## config.mk

```make
export PLATFORM = sky130hd
export DESIGN_NAME = map_tile_writer
export DESIGN_NICKNAME = d
export VERILOG_FILES = /design/src/rtl/map_pkg.sv /design/src/rtl/tile_addr_calc.sv /design/src/rtl/map_tile_writer.sv
export SDC_FILE = /design/constraint.sdc
export NUM_CORES = 1
export LEC_CHECK = 0
export CORE_UTILIZATION = 50
export DETAILED_ROUTE_END_ITERATION = 10
export GPL_TIMING_DRIVEN = 0
export HOLD_SLACK_MARGIN = 0.06
export PLACE_DENSITY = 0.92
export SLEW_MARGIN = 5
export SYNTH_ARGS = -nofsm -noshare
export SYNTH_HDL_FRONTEND = slang
export SYNTH_SLANG_ARGS = --single-unit
export TNS_END_PERCENT = 20
```

## constraint.sdc

```tcl
create_clock -name clk -period 5.7 [get_ports clk]
set_input_delay 1.14 -clock clk [delete_from_list [all_inputs] [get_ports clk]]
set_output_delay 1.14 -clock clk [all_outputs]
set_load 0.1 [all_outputs]
```

## src/rtl/map_pkg.sv

```systemverilog
// Shared map constants: tile ids used by physics and the writer, map geometry,
// and the tile writer FSM state type.
package map_pkg;

    localparam int unsigned TILE_SKY      = 63;
    localparam int unsigned TILE_BRICK    = 1;
    localparam int unsigned TILE_QUESTION = 2;
    localparam int unsigned TILE_USED     = 3;

    localparam int unsigned MAP_COLS = 212;
    localparam int unsigned MAP_ROWS = 19;

    typedef enum logic [2:0] {
        StIdle,
        StRead,
        StDecide,
        StWrite,
        StCooldown
    } writer_state_e;

endpackage

```

## src/rtl/tile_addr_calc.sv

```systemverilog
// Row/column to linear map address, plus a flag saying the tile lies inside the map.
module tile_addr_calc #(
    parameter int unsigned MAP_COLS = map_pkg::MAP_COLS,
    parameter int unsigned MAP_ROWS = map_pkg::MAP_ROWS,
    parameter int unsigned ADDR_W   = 12
) (
    input  logic [4:0]        row,
    input  logic [7:0]        col,
    output logic [ADDR_W-1:0] addr,
    output logic              in_range
);

    // Wide enough for the largest out-of-range product, so nothing wraps before the range test.
    localparam int unsigned ProdW = ADDR_W + 2;

    logic [ProdW-1:0] full;

    assign full     = ProdW'(row) * ProdW'(MAP_COLS) + ProdW'(col);
    assign addr     = full[ADDR_W-1:0];
    assign in_range = (32'(row) < MAP_ROWS) && (32'(col) < MAP_COLS);

endmodule

```

## src/rtl/map_tile_writer.sv

```systemverilog
// Read-modify-write owner of map RAM port B: breaks bricks, spends question blocks,
// then holds off further bumps for a few game ticks while the tile animates.
module map_tile_writer #(
    parameter int unsigned MAP_COLS       = map_pkg::MAP_COLS,
    parameter int unsigned MAP_ROWS       = map_pkg::MAP_ROWS,
    parameter int unsigned ADDR_W         = 12,
    parameter int unsigned ID_W           = 6,
    parameter int unsigned COOLDOWN_TICKS = 3
) (
    input  logic              clk,
    input  logic              rst,
    input  logic              tick_en,
    input  logic              bump_req,
    input  logic [4:0]        bump_row,
    input  logic [7:0]        bump_col,
    output logic              bump_ready,
    output logic [ADDR_W-1:0] rd_addr,
    input  logic [ID_W-1:0]   rd_data,
    output logic              wr_en,
    output logic [ADDR_W-1:0] wr_addr,
    output logic [ID_W-1:0]   wr_data,
    output logic              coin_pulse,
    output logic              break_pulse,
    output logic              bump_active,
    output logic [ADDR_W-1:0] bump_tile
);

    import map_pkg::*;

    localparam int unsigned CntW = $clog2(COOLDOWN_TICKS + 1);

    writer_state_e state_q, state_d;
    logic [ADDR_W-1:0] addr_q, addr_d;
    logic [CntW-1:0]   cnt_q, cnt_d;
    logic [ADDR_W-1:0] rd_addr_q, rd_addr_d;
    logic [ADDR_W-1:0] wr_addr_q, wr_addr_d;
    logic [ID_W-1:0]   wr_data_q, wr_data_d;
    logic              wr_en_q, wr_en_d;
    logic              coin_q, coin_d;
    logic              break_q, break_d;

    logic [ADDR_W-1:0] calc_addr;
    logic              calc_in_range;

    tile_addr_calc #(
        .MAP_COLS(MAP_COLS),
        .MAP_ROWS(MAP_ROWS),
        .ADDR_W  (ADDR_W)
    ) u_addr (
        .row     (bump_row),
        .col     (bump_col),
        .addr    (calc_addr),
        .in_range(calc_in_range)
    );

    always_comb begin
        state_d   = state_q;
        addr_d    = addr_q;
        cnt_d     = cnt_q;
        rd_addr_d = rd_addr_q;
        wr_addr_d = wr_addr_q;
        wr_data_d = wr_data_q;
        wr_en_d   = 1'b0;
        coin_d    = 1'b0;
        break_d   = 1'b0;

        case (state_q)
            StIdle: begin
                // Out-of-range requests are consumed here without leaving idle.
                if (bump_req && calc_in_range) begin
                    addr_d    = calc_addr;
                    rd_addr_d = calc_addr;
                    state_d   = StRead;
                end
            end
            StRead: state_d = StDecide;
            StDecide: begin
                if (rd_data == ID_W'(TILE_BRICK)) begin
                    wr_en_d   = 1'b1;
                    wr_addr_d = addr_q;
                    wr_data_d = ID_W'(TILE_SKY);
                    break_d   = 1'b1;
                    state_d   = StWrite;
                end else if (rd_data == ID_W'(TILE_QUESTION)) begin
                    wr_en_d   = 1'b1;
                    wr_addr_d = addr_q;
                    wr_data_d = ID_W'(TILE_USED);
                    coin_d    = 1'b1;
                    state_d   = StWrite;
                end else begin
                    state_d = StIdle;
                end
            end
            StWrite: begin
                cnt_d   = '0;
                state_d = StCooldown;
            end
            StCooldown: begin
                if (tick_en) begin
                    if (cnt_q == CntW'(COOLDOWN_TICKS - 1)) begin
                        cnt_d   = '0;
                        state_d = StIdle;
                    end else begin
                        cnt_d = cnt_q + 1'b1;
                    end
                end
            end
            default: state_d = StIdle;
        endcase
    end

    always_ff @(posedge clk) begin
        if (rst) begin
            state_q   <= StIdle;
            addr_q    <= '0;
            cnt_q     <= '0;
            rd_addr_q <= '0;
            wr_addr_q <= '0;
            wr_data_q <= '0;
            wr_en_q   <= 1'b0;
            coin_q    <= 1'b0;
            break_q   <= 1'b0;
        end else begin
            state_q   <= state_d;
            addr_q    <= addr_d;
            cnt_q     <= cnt_d;
            rd_addr_q <= rd_addr_d;
            wr_addr_q <= wr_addr_d;
            wr_data_q <= wr_data_d;
            wr_en_q   <= wr_en_d;
            coin_q    <= coin_d;
            break_q   <= break_d;
        end
    end

    assign bump_ready  = (state_q == StIdle);
    assign bump_active = (state_q == StCooldown);
    assign bump_tile   = addr_q;
    assign rd_addr     = rd_addr_q;
    assign wr_en       = wr_en_q;
    assign wr_addr     = wr_addr_q;
    assign wr_data     = wr_data_q;
    assign coin_pulse  = coin_q;
    assign break_pulse = break_q;

endmodule

```

-- After elaboration in Yosys (flattened, before gate mapping)
Index checks and enable logic that the tools add are counted.
- bits in latches: 0
- output and inout port bits: 47
- bits in writable memories: 0
- bits in read-only memories: 0
- input port bits: 23
- logic and storage cells: 51
- flip-flop bits (word level): 38
- memories: 0
- multiplexer cells: 16
- magnitude comparators: 2
- bitwise gates (word level): 1
- reduce and logical (&&, ||, !) cells: 11
- multipliers: 1
- divide/modulo/power cells: 0
- equal/unequal tests: 10
- add/sub/neg operators: 2
- shift operators: 0
- operators with widths (operator ; number):
    $mux W12 ; 2
    $pmux W3 S5 ; 1
    $add A12 B8 Y12 ; 1
    $mux W6 ; 2
    $mul A5 B6 Y10 const B ; 1
    $mux W3 ; 3
    $lt A8 B8 Y1 const B ; 1
    $mux W2 ; 4
    $eq A3 B2 Y1 const B ; 2
    $eq A6 B1 Y1 const B ; 1
    $eq A6 B2 Y1 const B ; 1
    $reduce_and A2 Y1 ; 3
    $lt A5 B5 Y1 const B ; 1
    $ne A2 B1 Y1 const B ; 2
    $pmux W2 S2 ; 1
    $reduce_bool A2 Y1 ; 2
    $eq A3 B1 Y1 const B ; 1
    $eq A3 B3 Y1 const B ; 1
    $logic_not A3 Y1 ; 1
    $mux W1 ; 3
    $reduce_and A3 Y1 ; 1
    $reduce_or A3 Y1 ; 1
    $add A2 B1 Y2 const B ; 1
    $eq A2 B2 Y1 const B ; 1
    other kinds (4) ; 5

-- Depth between registers and ports, before layout
- depth in word-level cells: 5
- depth in mapped cells: 13
- gate-level depth less buffers: 13

-- Modules after synthesis
Synthesis repeated with hierarchy kept, for this count alone.
- cell total of the unflattened synthesis: 268
- area, all modules: 2412.3 sq um
- modules (own cells, without submodules) (module ; cells each ; area an instance (sq um) ; sequential area each (sq um) ; instances):
    map_tile_writer ; 169 ; 1551.5 ; 680.7 ; 1
    tile_addr_calc ; 99 ; 860.8 ; 0.0 ; 1

-- Worst setup path before layout
Ideal clock, no wire load.
- path kind: input-to-reg
- from: input bump_row[2]
- to: register rd_addr_q[11], in the netlist rd_addr[11]
- setup time: 0.086 ns
- data required time: 5.614 ns
- path slack: 1.747 ns
- arrival time: 3.868 ns
- buffers on the path: 0
- stages on the path: 13
- cells stage by stage: ha_1 -> inv_1 -> fa_1 -> inv_1 -> ha_1 -> ha_1 -> xor2_1 -> ha_1 -> nor2b_1 -> a311o_1 -> nor3b_2 -> xnor2_1 -> a211oi_1
- cells in the longest elaborated chain, start to end: 4
- elaborated cells on any way between the ends: 6
- those cells by class: 1 x add/sub; 1 x mul; 1 x order compare; 3 x reduce/logical
- RTL lines (item ; RTL line ; text):
    from (decl) ; map_tile_writer.sv:14 ; input logic [4:0] bump_row,
    parallel branches: the longest is 4 deep, another holds $add A12 B8 Y12 ; - ;
    to (signal assigned) ; map_tile_writer.sv:127 ; rd_addr_q <= rd_addr_d;
    to (decl) ; map_tile_writer.sv:35 ; logic [ADDR_W-1:0] rd_addr_q, rd_addr_d;
Several ways; the timed one is not identified.
A chain may end at the register's enable or synchronous reset.

-- Final worst setup path
Same ends and word-level chain as after synthesis.

==> results.sh <==
export IMPL_port_buffers=69
export IMPL_grt_ovfl_total=0
export IMPL_crit_type="in2reg"
export IMPL_antenna_cells=0
export IMPL_p_per_area_mw_per_mm2=283
export IMPL_layout_commonest_cell="clkdlybuf4s50_1"
export IMPL_die_w_um=68.1
export IMPL_ys_warn_count=0
export IMPL_rsz0062_at_grt="false"
export IMPL_cts_resized_gates=0
export IMPL_worstPathArrival_ps=4700
export IMPL_dieArea_sq_mm=0.00464
export IMPL_antenna_found_initial=0
export IMPL_dp_cells=361
export IMPL_grt_max_degree=12
export IMPL_max_cap_viol_count=0
export IMPL_fin_crit_ps=4510
export IMPL_num_vias=1946
export IMPL_post_dp_hpwl_um=4050
export IMPL_pwr_share_comb_pct=48.5
export IMPL_fmax_ghz=0.222
export IMPL_reg2reg_slack_ps=3860
export IMPL_via_per_inst=5.27
export IMPL_required_ps=5900
export IMPL_num_rows=23
export IMPL_setup_slack_ps=1190
export IMPL_intPower_mw=0.494
export IMPL_cts_buffers=5
export IMPL_drc=0
export IMPL_yosysSeqAreaShare_pct=31.1
export IMPL_switchingPower_mw=0.365
export IMPL_cts_buffer_depth=2
export IMPL_synth_ff_type="dfxtp_1"
export IMPL_drv_slew=0
export IMPL_synth_avg_cell_area_sq_um=9.03
export IMPL_core_area_sq_mm=0.00409
export IMPL_gr_usage_met2_pct=40.9
export IMPL_clk_pin_slew_ps=70
export IMPL_ctsHoldBuffers=0
export IMPL_hold_viol=0
export IMPL_worst_setup_path_start_kind="input pin"
export IMPL_clock_sinks=34
export IMPL_mostFrequentLayoutCells="clkdlybuf4s50_1 (69), dfxtp_1 (34), nor2_1 (32)"
export IMPL_wire_per_inst_um=13.5
export IMPL_ir_worst_vdd_mv=0.213
export IMPL_netlist_cell_type_count=46
export IMPL_synthToLayoutAreaGrowth_pct=38.8
export IMPL_relSlewSlack_pct=33.7
export IMPL_grt_pass1_wl_um=7740
export IMPL_dp_slack_ps=939
export IMPL_stdcell_count=369
export IMPL_clkPwrFrac_pct=21.3
export IMPL_synth_fp_nets=294
export IMPL_track_usage_pct=22.4
export IMPL_yosys_register_bits=34
export IMPL_met3_usage_pct=5.00
export IMPL_cts_setup_buffers=0
export IMPL_drt_first_pass_iters=4
export IMPL_drive_above_1_share_pct=11.0
export IMPL_status="finished clean"
export IMPL_drt_total_wl_um=4990
export IMPL_p_leak_nw=1.38
export IMPL_first_global_vias=1725
export IMPL_clock_latency_ps=280
export IMPL_place_gp_congestion=0.797
export IMPL_tightest_slew_ps=992
export IMPL_hold_class="reg2reg"
export IMPL_nets=370
export IMPL_drtIter0Drc=58
export IMPL_setup_viol=0
export IMPL_critical_path_max_fanout=6
export IMPL_p_total_mw=0.859
export IMPL_grt_busiest_layer="met2"
export IMPL_synth_edff_count=0
export IMPL_cts_tree="done"
export IMPL_globalRouteMet1Util_pct=26.3
export IMPL_io_pins=70
export IMPL_cts_htree_levels=2
export IMPL_async_reset_ff_share_pct=0
export IMPL_post_route_util_pct=74.2
export IMPL_p_sw_share_pct=42.5
export IMPL_fin_worst_skew_ps=5.05
export IMPL_crit_path_end_kind="flop"
export IMPL_ant_nets=0
export IMPL_fin_crit_sh_pct=79.1
export IMPL_synth_area_sq_mm=0.00219
export IMPL_syn_inst=242
export IMPL_setup_tns_ps=0
export IMPL_initial_core_util_pct=53.5
export IMPL_root_buffer="clkbuf_8"
export IMPL_power_frac_seq_pct=30.3
export IMPL_die_h_um=68.1
[critical path, stage by stage]
cell,delay [ps]
clkdlybuf4s50_1,570
ha_1,210
inv_1,60
fa_1,490
inv_1,50
ha_1,260
ha_1,380
xor2_1,190
ha_1,330
nor2b_1,150
a311o_1,340
nor3b_2,170
xnor2_1,130
a211oi_1,220
[state kept, by name (all words and copies together), names as in the netlist]
| signal | cells |
|---|---|
| rd_addr | 12 |
| wr_addr | 12 |
| state_q | 3 |
| cnt_q | 2 |
| wr_data | 2 |
| break_pulse | 1 |
| coin_pulse | 1 |
| wr_en | 1 |
[synthesized netlist by cell type, types with 4 or more instances]
master / n / area [sq um]
inv_1: 16 / 60.1
mux2i_1: 16 / 160
nand2_1: 9 / 33.8
o21ai_0: 4 / 20.0
dfxtp_1: 34 / 681
o21a_1: 4 / 30.0
nor3_1: 6 / 30.0
a21o_1: 5 / 37.5
a21oi_1: 13 / 65.1
buf_4: 16 / 120
nor2_1: 32 / 120
a211oi_1: 5 / 37.5
ha_1: 26 / 325
xnor2_1: 8 / 70.1
[cells by family (layout without fill, tap and decap cells)]
kind of cell | count (synthesis) | count (layout) | share of synthesized area (%)
AOI/OAI and AO/OA | 44 | 44 | 14.0
xor gates and xnor gates | 10 | 10 | 4.01
adders and majority gates | 29 | 29 | 17.6
buffers and inverters | 38 | 115 | 9.44
DFF | 34 | 34 | 31.1
muxes | 16 | 16 | 7.33
and+or+nand+nor | 71 | 71 | 16.5
[power groups by stage]
| stage | registers (mW) | logic (mW) | clock network (mW) |
|---|---|---|---|
| 2_1_floorplan | 0.333 | 0.252 | 0 |
| 6_report | 0.260 | 0.416 | 0.183 |
| 3_5_place_dp | 0.265 | 0.412 | 0 |
| 3_3_place_gp | 0.264 | 0.405 | 0 |
| 5_1_grt | 0.262 | 0.444 | 0.199 |
| 4_1_cts | 0.260 | 0.416 | 0.186 |
[area by class of cell]
cell class,instances,area (sq um)
flip-flops and latches,34,681
inverters,16,60.1
clock inverters,2,12.5
well taps,50,62.6
clock buffers,6,82.6
repair buffers,69,691
plain buffers,22,146
multi-input cells,170,1300
fillers,295,1050
[final timing paths]
kind | from | to | depth (start not counted)
worst max-delay path | bump_row[2] | rd_addr[11]$_SDFFE_PP0P_ | 14
worst min-delay path | wr_addr[11]$_SDFFE_PP0P_ | wr_addr[11]$_SDFFE_PP0P_ | 2
worst max register to register | state_q[1]$_SDFFE_PP0P_ | rd_addr[1]$_SDFFE_PP0P_ | 6
worst min register to register | wr_addr[11]$_SDFFE_PP0P_ | wr_addr[11]$_SDFFE_PP0P_ | 2
[stage by stage]
stage | hold WS, ps | area (sq um)
CTS | 466 | 3030
floorplan | 427 | 2190
finish | 465 | 3030
global placement | 445 | 2940
detailed placement | 456 | 2940
global route | 483 | 3030
[layer usage]
metal / share of wire, % / up-vias
li1: - / 981
met1: 42 / 904
met2: 51 / 57
met3: 6.0 / 4
met4: 0.52 / 0
met5: 0 / -
No activity file was read; power rests on OpenSTA's default activity.
